--- src/rtl/esc_pkg.sv ---
// esc_pkg: shared state and speed types for the ESC update scheduler
package esc_pkg;
  typedef enum logic [1:0] {ARMING, RUN, FAILSAFE, KILLED} esc_state_t;
  localparam int SPD_W = 11;
  typedef logic [SPD_W-1:0] spd_t;
endpackage

--- src/rtl/esc_update_scheduler_if.sv ---
// esc_update_scheduler_if: flight-controller requests in, ESC speeds and write pulses out
interface esc_update_scheduler_if;
  import esc_pkg::*;
  spd_t frnt_spd_in, bck_spd_in, lft_spd_in, rght_spd_in;
  logic spd_vld, kill;
  spd_t frnt_spd, bck_spd, lft_spd, rght_spd;
  logic wrt_frnt, wrt_bck, wrt_lft, wrt_rght, armed, failsafe;
  modport master (
    output frnt_spd_in, bck_spd_in, lft_spd_in, rght_spd_in, spd_vld, kill,
    input  frnt_spd, bck_spd, lft_spd, rght_spd, wrt_frnt, wrt_bck, wrt_lft, wrt_rght, armed, failsafe
  );
  modport slave (
    input  frnt_spd_in, bck_spd_in, lft_spd_in, rght_spd_in, spd_vld, kill,
    output frnt_spd, bck_spd, lft_spd, rght_spd, wrt_frnt, wrt_bck, wrt_lft, wrt_rght, armed, failsafe
  );
endinterface

--- src/rtl/esc_frame_timer.sv ---
// esc_frame_timer: PWM frame counter with frame_start and per-channel stagger strobes
module esc_frame_timer #(
  parameter int PERIOD  = 1048576,
  parameter int STAGGER = 8192
) (
  input  logic       clk,
  input  logic       rst,
  output logic       frame_start,
  output logic [3:0] stb
);
  localparam int CW = $clog2(PERIOD);
  logic [CW-1:0] frame_cnt;
  always_ff @(posedge clk)
    frame_cnt <= (rst || frame_cnt == CW'(PERIOD - 1)) ? '0 : frame_cnt + 1'b1;
  assign frame_start = frame_cnt == '0;
  // strobes fire one cycle early so the registered wrt lands on 1 + i*STAGGER
  for (genvar i = 0; i < 4; i++) begin : g_stb
    assign stb[i] = frame_cnt == CW'(i * STAGGER);
  end
endmodule

--- src/rtl/esc_update_scheduler.sv ---
// esc_update_scheduler: shadows FC speeds, commits once per frame, staggers ESC writes, arm/failsafe/kill FSM
module esc_update_scheduler
  import esc_pkg::*;
#(
  parameter int PERIOD         = 1048576,
  parameter int STAGGER        = 8192,
  parameter int ARM_FRAMES     = 64,
  parameter int TIMEOUT_FRAMES = 8
) (
  input logic clk,
  input logic rst,
  esc_update_scheduler_if.slave bus
);
  localparam int AW = $clog2(ARM_FRAMES + 1);
  localparam int TW = $clog2(TIMEOUT_FRAMES + 1);
  localparam logic [AW-1:0] ARM_MAX = AW'(ARM_FRAMES);
  localparam logic [TW-1:0] TO_MAX  = TW'(TIMEOUT_FRAMES);
  esc_state_t state, nxt;
  logic [AW-1:0] arm_cnt;
  logic [TW-1:0] timeout_cnt;
  logic fresh, heard, frame_start, armed, failsafe;
  logic [3:0] stb, wrt;
  spd_t [3:0] shadow, spd, spd_in, commit;
  esc_frame_timer #(.PERIOD(PERIOD), .STAGGER(STAGGER)) u_timer (
    .clk(clk), .rst(rst), .frame_start(frame_start), .stb(stb)
  );
  assign spd_in = {bus.rght_spd_in, bus.lft_spd_in, bus.bck_spd_in, bus.frnt_spd_in};
  assign heard  = fresh || bus.spd_vld;
  always_comb
    nxt = bus.kill ? KILLED :
          state == ARMING   ? ((frame_start && arm_cnt == ARM_MAX) ? RUN : ARMING) :
          state == RUN      ? ((frame_start && !heard && timeout_cnt >= TO_MAX - 1'b1) ? FAILSAFE : RUN) :
          state == FAILSAFE ? (bus.spd_vld ? ARMING : FAILSAFE) : KILLED;
  // only a frame that both starts and stays in RUN carries real throttle
  assign commit = (state == RUN && nxt == RUN) ? (bus.spd_vld ? spd_in : shadow) : '0;
  always_ff @(posedge clk)
    if (rst) begin
      state       <= ARMING;
      arm_cnt     <= '0;
      timeout_cnt <= '0;
      fresh       <= 1'b0;
      shadow      <= '0;
      spd         <= '0;
      wrt         <= '0;
      armed       <= 1'b0;
      failsafe    <= 1'b0;
    end else begin
      state       <= nxt;
      arm_cnt     <= (state != ARMING) ? '0 : arm_cnt + AW'(frame_start);
      timeout_cnt <= (state == ARMING) ? '0 : !frame_start ? timeout_cnt :
                     heard ? '0 : timeout_cnt + TW'(timeout_cnt != TO_MAX);
      fresh       <= !frame_start && heard;
      if (bus.spd_vld) shadow <= spd_in;
      if (frame_start) spd <= commit;
      wrt         <= stb;
      armed       <= nxt == RUN;
      failsafe    <= nxt == FAILSAFE || nxt == KILLED;
    end
  assign bus.frnt_spd = spd[0];
  assign bus.bck_spd  = spd[1];
  assign bus.lft_spd  = spd[2];
  assign bus.rght_spd = spd[3];
  assign bus.wrt_frnt = wrt[0];
  assign bus.wrt_bck  = wrt[1];
  assign bus.wrt_lft  = wrt[2];
  assign bus.wrt_rght = wrt[3];
  assign bus.armed    = armed;
  assign bus.failsafe = failsafe;
endmodule

--- src/flat_wrapper.sv ---
// flat-port wrapper written by rule: the top's interface ports become plain ports
module esc_update_scheduler_flat import esc_pkg::*;
#(
  parameter int PERIOD         = 1048576,
  parameter int STAGGER        = 8192,
  parameter int ARM_FRAMES     = 64,
  parameter int TIMEOUT_FRAMES = 8
)
  (clk, rst, bus_frnt_spd_in, bus_bck_spd_in, bus_lft_spd_in, bus_rght_spd_in, bus_spd_vld, bus_kill, bus_frnt_spd, bus_bck_spd, bus_lft_spd, bus_rght_spd, bus_wrt_frnt, bus_wrt_bck, bus_wrt_lft, bus_wrt_rght, bus_armed, bus_failsafe);
  esc_update_scheduler_if bus_i ();
  input logic clk;
  input logic rst;
  input wire logic [$bits(bus_i.frnt_spd_in)-1:0] bus_frnt_spd_in;
  input wire logic [$bits(bus_i.bck_spd_in)-1:0] bus_bck_spd_in;
  input wire logic [$bits(bus_i.lft_spd_in)-1:0] bus_lft_spd_in;
  input wire logic [$bits(bus_i.rght_spd_in)-1:0] bus_rght_spd_in;
  input wire logic [$bits(bus_i.spd_vld)-1:0] bus_spd_vld;
  input wire logic [$bits(bus_i.kill)-1:0] bus_kill;
  output wire logic [$bits(bus_i.frnt_spd)-1:0] bus_frnt_spd;
  output wire logic [$bits(bus_i.bck_spd)-1:0] bus_bck_spd;
  output wire logic [$bits(bus_i.lft_spd)-1:0] bus_lft_spd;
  output wire logic [$bits(bus_i.rght_spd)-1:0] bus_rght_spd;
  output wire logic [$bits(bus_i.wrt_frnt)-1:0] bus_wrt_frnt;
  output wire logic [$bits(bus_i.wrt_bck)-1:0] bus_wrt_bck;
  output wire logic [$bits(bus_i.wrt_lft)-1:0] bus_wrt_lft;
  output wire logic [$bits(bus_i.wrt_rght)-1:0] bus_wrt_rght;
  output wire logic [$bits(bus_i.armed)-1:0] bus_armed;
  output wire logic [$bits(bus_i.failsafe)-1:0] bus_failsafe;
  assign bus_i.frnt_spd_in = bus_frnt_spd_in;
  assign bus_i.bck_spd_in = bus_bck_spd_in;
  assign bus_i.lft_spd_in = bus_lft_spd_in;
  assign bus_i.rght_spd_in = bus_rght_spd_in;
  assign bus_i.spd_vld = bus_spd_vld;
  assign bus_i.kill = bus_kill;
  assign bus_frnt_spd = bus_i.frnt_spd;
  assign bus_bck_spd = bus_i.bck_spd;
  assign bus_lft_spd = bus_i.lft_spd;
  assign bus_rght_spd = bus_i.rght_spd;
  assign bus_wrt_frnt = bus_i.wrt_frnt;
  assign bus_wrt_bck = bus_i.wrt_bck;
  assign bus_wrt_lft = bus_i.wrt_lft;
  assign bus_wrt_rght = bus_i.wrt_rght;
  assign bus_armed = bus_i.armed;
  assign bus_failsafe = bus_i.failsafe;
  esc_update_scheduler #(.PERIOD(PERIOD), .STAGGER(STAGGER), .ARM_FRAMES(ARM_FRAMES), .TIMEOUT_FRAMES(TIMEOUT_FRAMES)) u_core (.clk(clk), .rst(rst), .bus(bus_i));
endmodule
--- config.mk ---
export PLATFORM = sky130hd
export DESIGN_NAME = esc_update_scheduler_flat
export DESIGN_NICKNAME = d
export VERILOG_FILES = /design/src/rtl/esc_pkg.sv /design/src/rtl/esc_update_scheduler_if.sv /design/src/rtl/esc_frame_timer.sv /design/src/rtl/esc_update_scheduler.sv /design/src/flat_wrapper.sv
export SDC_FILE = /design/constraint.sdc
export NUM_CORES = 1
export LEC_CHECK = 0
export CAP_MARGIN = 10
export CELL_PAD_IN_SITES_DETAIL_PLACEMENT = 0
export CELL_PAD_IN_SITES_GLOBAL_PLACEMENT = 2
export CORE_AREA = 2 2 121 123
export DETAILED_ROUTE_END_ITERATION = 16
export DIE_AREA = 0 0 123 125
export HOLD_SLACK_MARGIN = 0.05
export PLACE_DENSITY_LB_ADDON = 0.3
export RECOVER_POWER = 50
export SYNTH_ARGS = -nofsm -noshare
export SYNTH_HDL_FRONTEND = slang
export SYNTH_HIERARCHICAL = 1
export SYNTH_SLANG_ARGS = --single-unit
--- constraint.sdc ---
create_clock -name clk -period 5 [get_ports clk]
set_clock_uncertainty 0.1 [all_clocks]
set_input_delay 1.25 -clock clk [delete_from_list [all_inputs] [get_ports clk]]
set_output_delay 1.25 -clock clk [all_outputs]
set_load 0.02 [all_outputs]
==> flow_metrics.tcl <==
set metrics [dict create \
    p_switching_w 0.000574 \
    worst_pin_slew_ns 1.66 \
    max_stage_delay_ns 0.97 \
    htreeDepth 4 \
    hold_viol_final 0 \
    grt_use_total 0.145 \
    dpl_worst_slack_ns 1.80 \
    end_kind "flip-flop" \
    tns_ns 0 \
    slew_headroom -0.106 \
    grt_max_degree 45 \
    syn-num-nets 503 \
    setup_slack_ns 1.35 \
    final_cells 740 \
    setup_violations 0 \
    start_kind "primary input" \
    synthDistinctLibCells 45 \
    combPwrFrac 0.076 \
    post_drt_wl_per_cell_um 14.8 \
    grt_antenna_before_repair 0 \
    antenna_cells 0 \
    syn_area_um2 4730 \
    worst_r2r_path_depth 9 \
    num_vias 3528 \
    drc 0 \
    worstPathCellList "clkbuf_1, clkbuf_2, mux2i_1, nor2_1, a22o_1" \
    crit_required_ns 5.20 \
    clock-sinks 128 \
    clk_path_buf_depth 2 \
    intPower_w 0.00193 \
    ys.flop_type "dfxtp_1" \
    pwr-share-clk 0.497 \
    core_area_um2 14200 \
    min_period_over_period 0.730 \
    avgSynthCellArea_um2 10.6 \
    area_growth_pct 35.7 \
    fp.dieW_um 123 \
    finalCriticalPeriod_ns 3.65 \
    critical_path_class "primary input to flip-flop" \
    finalWirelength_mm 11.0 \
    yosys_warnings 6 \
    whs_path_depth 1 \
    outcome "finished with violations" \
    grt_pass1_wl_mm 17.2 \
    placed_cell_area_um2 5810 \
    path_max_fanout 30 \
    synthArstFlopShare 0 \
    die_h_um 125 \
    fmax_mhz 274 \
    io_buffers 97 \
    drive_above_1_share 0.0791 \
    p_sw_frac 0.229 \
    synth.most_common_cell "dfxtp_1" \
    vdd_ir_drop_max_mv 0.226 \
    cts_hold_buffers 0 \
    rsz0062_at_grt "no" \
    drtIter0Drc 204 \
    first_pass_iters 6 \
    p_per_area_nw_per_um2 391 \
    ys_seq_area_frac 0.542 \
    core.rowCount 44 \
    cap_violations 1 \
    register_area_um2 2560 \
    clkLatencyLatePin_ns 0.41 \
    layout.nets 598 \
    synth_top_area_frac 0.542 \
    multi_input_comb_area_um2 1980 \
    synthCells 448 \
    synthTopCellsByCount "128 x dfxtp_1, 70 x nor2_1, 44 x a22o_1, 44 x mux2i_1, 13 x nand3_1" \
    hp-class "flip-flop to flip-flop" \
    yosysTopAreaCell "dfxtp_1" \
    synth_edf_count 0 \
    dp_cells 708 \
    failed_checks "capacitance limit, slew limit" \
    finish.instance_area_um2 6410 \
    arrival_ns 3.85 \
    cts-buffers-inserted 17 \
    cts_root_buffer "clkbuf_16" \
    ios 98 \
    p_leak_nw 2.52 \
    synth_area_leaders "dfxtp_1 54%, mux2i_1 9.3%, a22o_1 8.2%" \
    cp_slowest_cell "clkbuf_2" \
    post_cts_resized 0 \
    gp_congestion 0.751 \
    worstSetupPathDepth 5 \
    finalMaxSlewViolations 33 \
    timing.critical_path.buf_inv 2 \
    path_clk_slew_ns 0.06 \
    postCtsSetupBuffers 0 \
    start_util 0.333 \
    vias_per_cell 4.77 \
    cp_top_family "buffers and inverters" \
    fillers 1343 \
    final_util 0.451 \
    dieArea_um2 15400 \
    grt_overflow 0 \
    post-dp-hpwl_mm 7.18 \
    ant_nets 0 \
    synth_seq_cells 128 \
    pwr-share-seq 0.427 \
    cts_tree "built" \
    first_global_vias 3380 \
]
==> area by class of cell <==
type / instances / share of cell area
flip-flops and latches: 128 / 0.400
multi-input cells: 284 / 0.309
repair buffers: 101 / 0.154
clock buffers: 21 / 0.0749
well taps: 184 / 0.0359
clock inverters: 11 / 0.0203
inverters: 11 / 0.00644
==> sequential cells by signal, summed over array words and instances, names as in the netlist <==
register	cells
u_core/shadow	44
u_core/u_timer/frame_cnt	20
u_core/bus.bck_spd	11
u_core/bus.frnt_spd	11
u_core/bus.lft_spd	11
u_core/bus.rght_spd	11
u_core/arm_cnt	7
u_core/timeout_cnt	4
u_core/wrt	4
u_core/state	2
u_core/bus.armed	1
u_core/bus.failsafe	1
u_core/fresh	1
==> worst register-to-register path, cell delays in order (launching register included) <==
cell and delay [ns]:
dfxtp_1 0.37, or4_1 0.55, nor3_2 0.14, nand4_2 0.15, nor3_1 0.17, buf_4 0.23
nand2b_1 0.12, a2111oi_4 0.32, buf_4 0.49, a22o_1 0.24
==> power groups by stage <==
stage / clock network [W] / logic, W / registers (W)
2_1_floorplan: 0 / 0.000105 / 0.00110
3_3_place_gp: 0 / 0.000189 / 0.00109
3_5_place_dp: 0 / 0.000191 / 0.00109
4_1_cts: 0.00128 / 0.000192 / 0.00107
5_1_grt: 0.00132 / 0.000207 / 0.00107
6_report: 0.00125 / 0.000190 / 0.00107
==> path summary, 6_finish.rpt <==
path,start,end,slack [ns]
max,bus_spd_vld,u_core/bus.rght_spd[6],1.35
min,u_core/bus.lft_spd[6],u_core/bus.lft_spd[6],0.38
max reg2reg,u_core/u_timer/frame_cnt[11],u_core/bus.rght_spd[6],2.05
min reg2reg,u_core/bus.lft_spd[6],u_core/bus.lft_spd[6],0.38
==> routing by layer <==
metal | vias up | global-route usage | wire length [µm]
li1 | 1777 | - | -
met1 | 1648 | 0.183 | 5060
met2 | 88 | 0.224 | 5110
met3 | 15 | 0.0484 | 577
met4 | 0 | 0.0682 | 204
met5 | - | 0 | 0
==> layout by cell type, fill, tap and decap left out, drive strengths merged, types with 3 or more instances in the layout <==
cell and n:
inv 12, clkdlybuf4s50 86, xor2 12, nor3 9
clkinvlp 4, nand4 12, and4 3, ha 7
buf 3, a31oi 3, dlygate4sd3 9, nor2b 4
nor2 70, clkinv 4, clkbuf 24, or3 5
dfxtp 128, xnor2 7, nand3 14, nor4 4
mux2i 44, and3 3, nand2b 4, o21ai 7
nand2 7, a21oi 8, a22o 44
==> metrics by stage <==
step	hold WS, ns	total power [W]
after floorplan	0.349	0.00120
after global placement	0.364	0.00128
after detailed placement	0.364	0.00128
after CTS	0.381	0.00254
after global routing	0.392	0.00260
final	0.378	0.00251
==> kinds of logic (layout without fill, tap and decap cells) <==
logic type                 Yosys count  count (layout)  share of synthesized area
xor gates and xnor gates            19              19                     0.0352
AOI/OAI and AO/OA                   70              70                      0.120
and+or+nand+nor                    144             144                      0.152
adders and majority gates            7               7                     0.0185
muxes                               44              44                     0.0932
DFF                                128             128                      0.542
buffers and inverters               36             144                     0.0392
(Power assumes the default switching activity.)
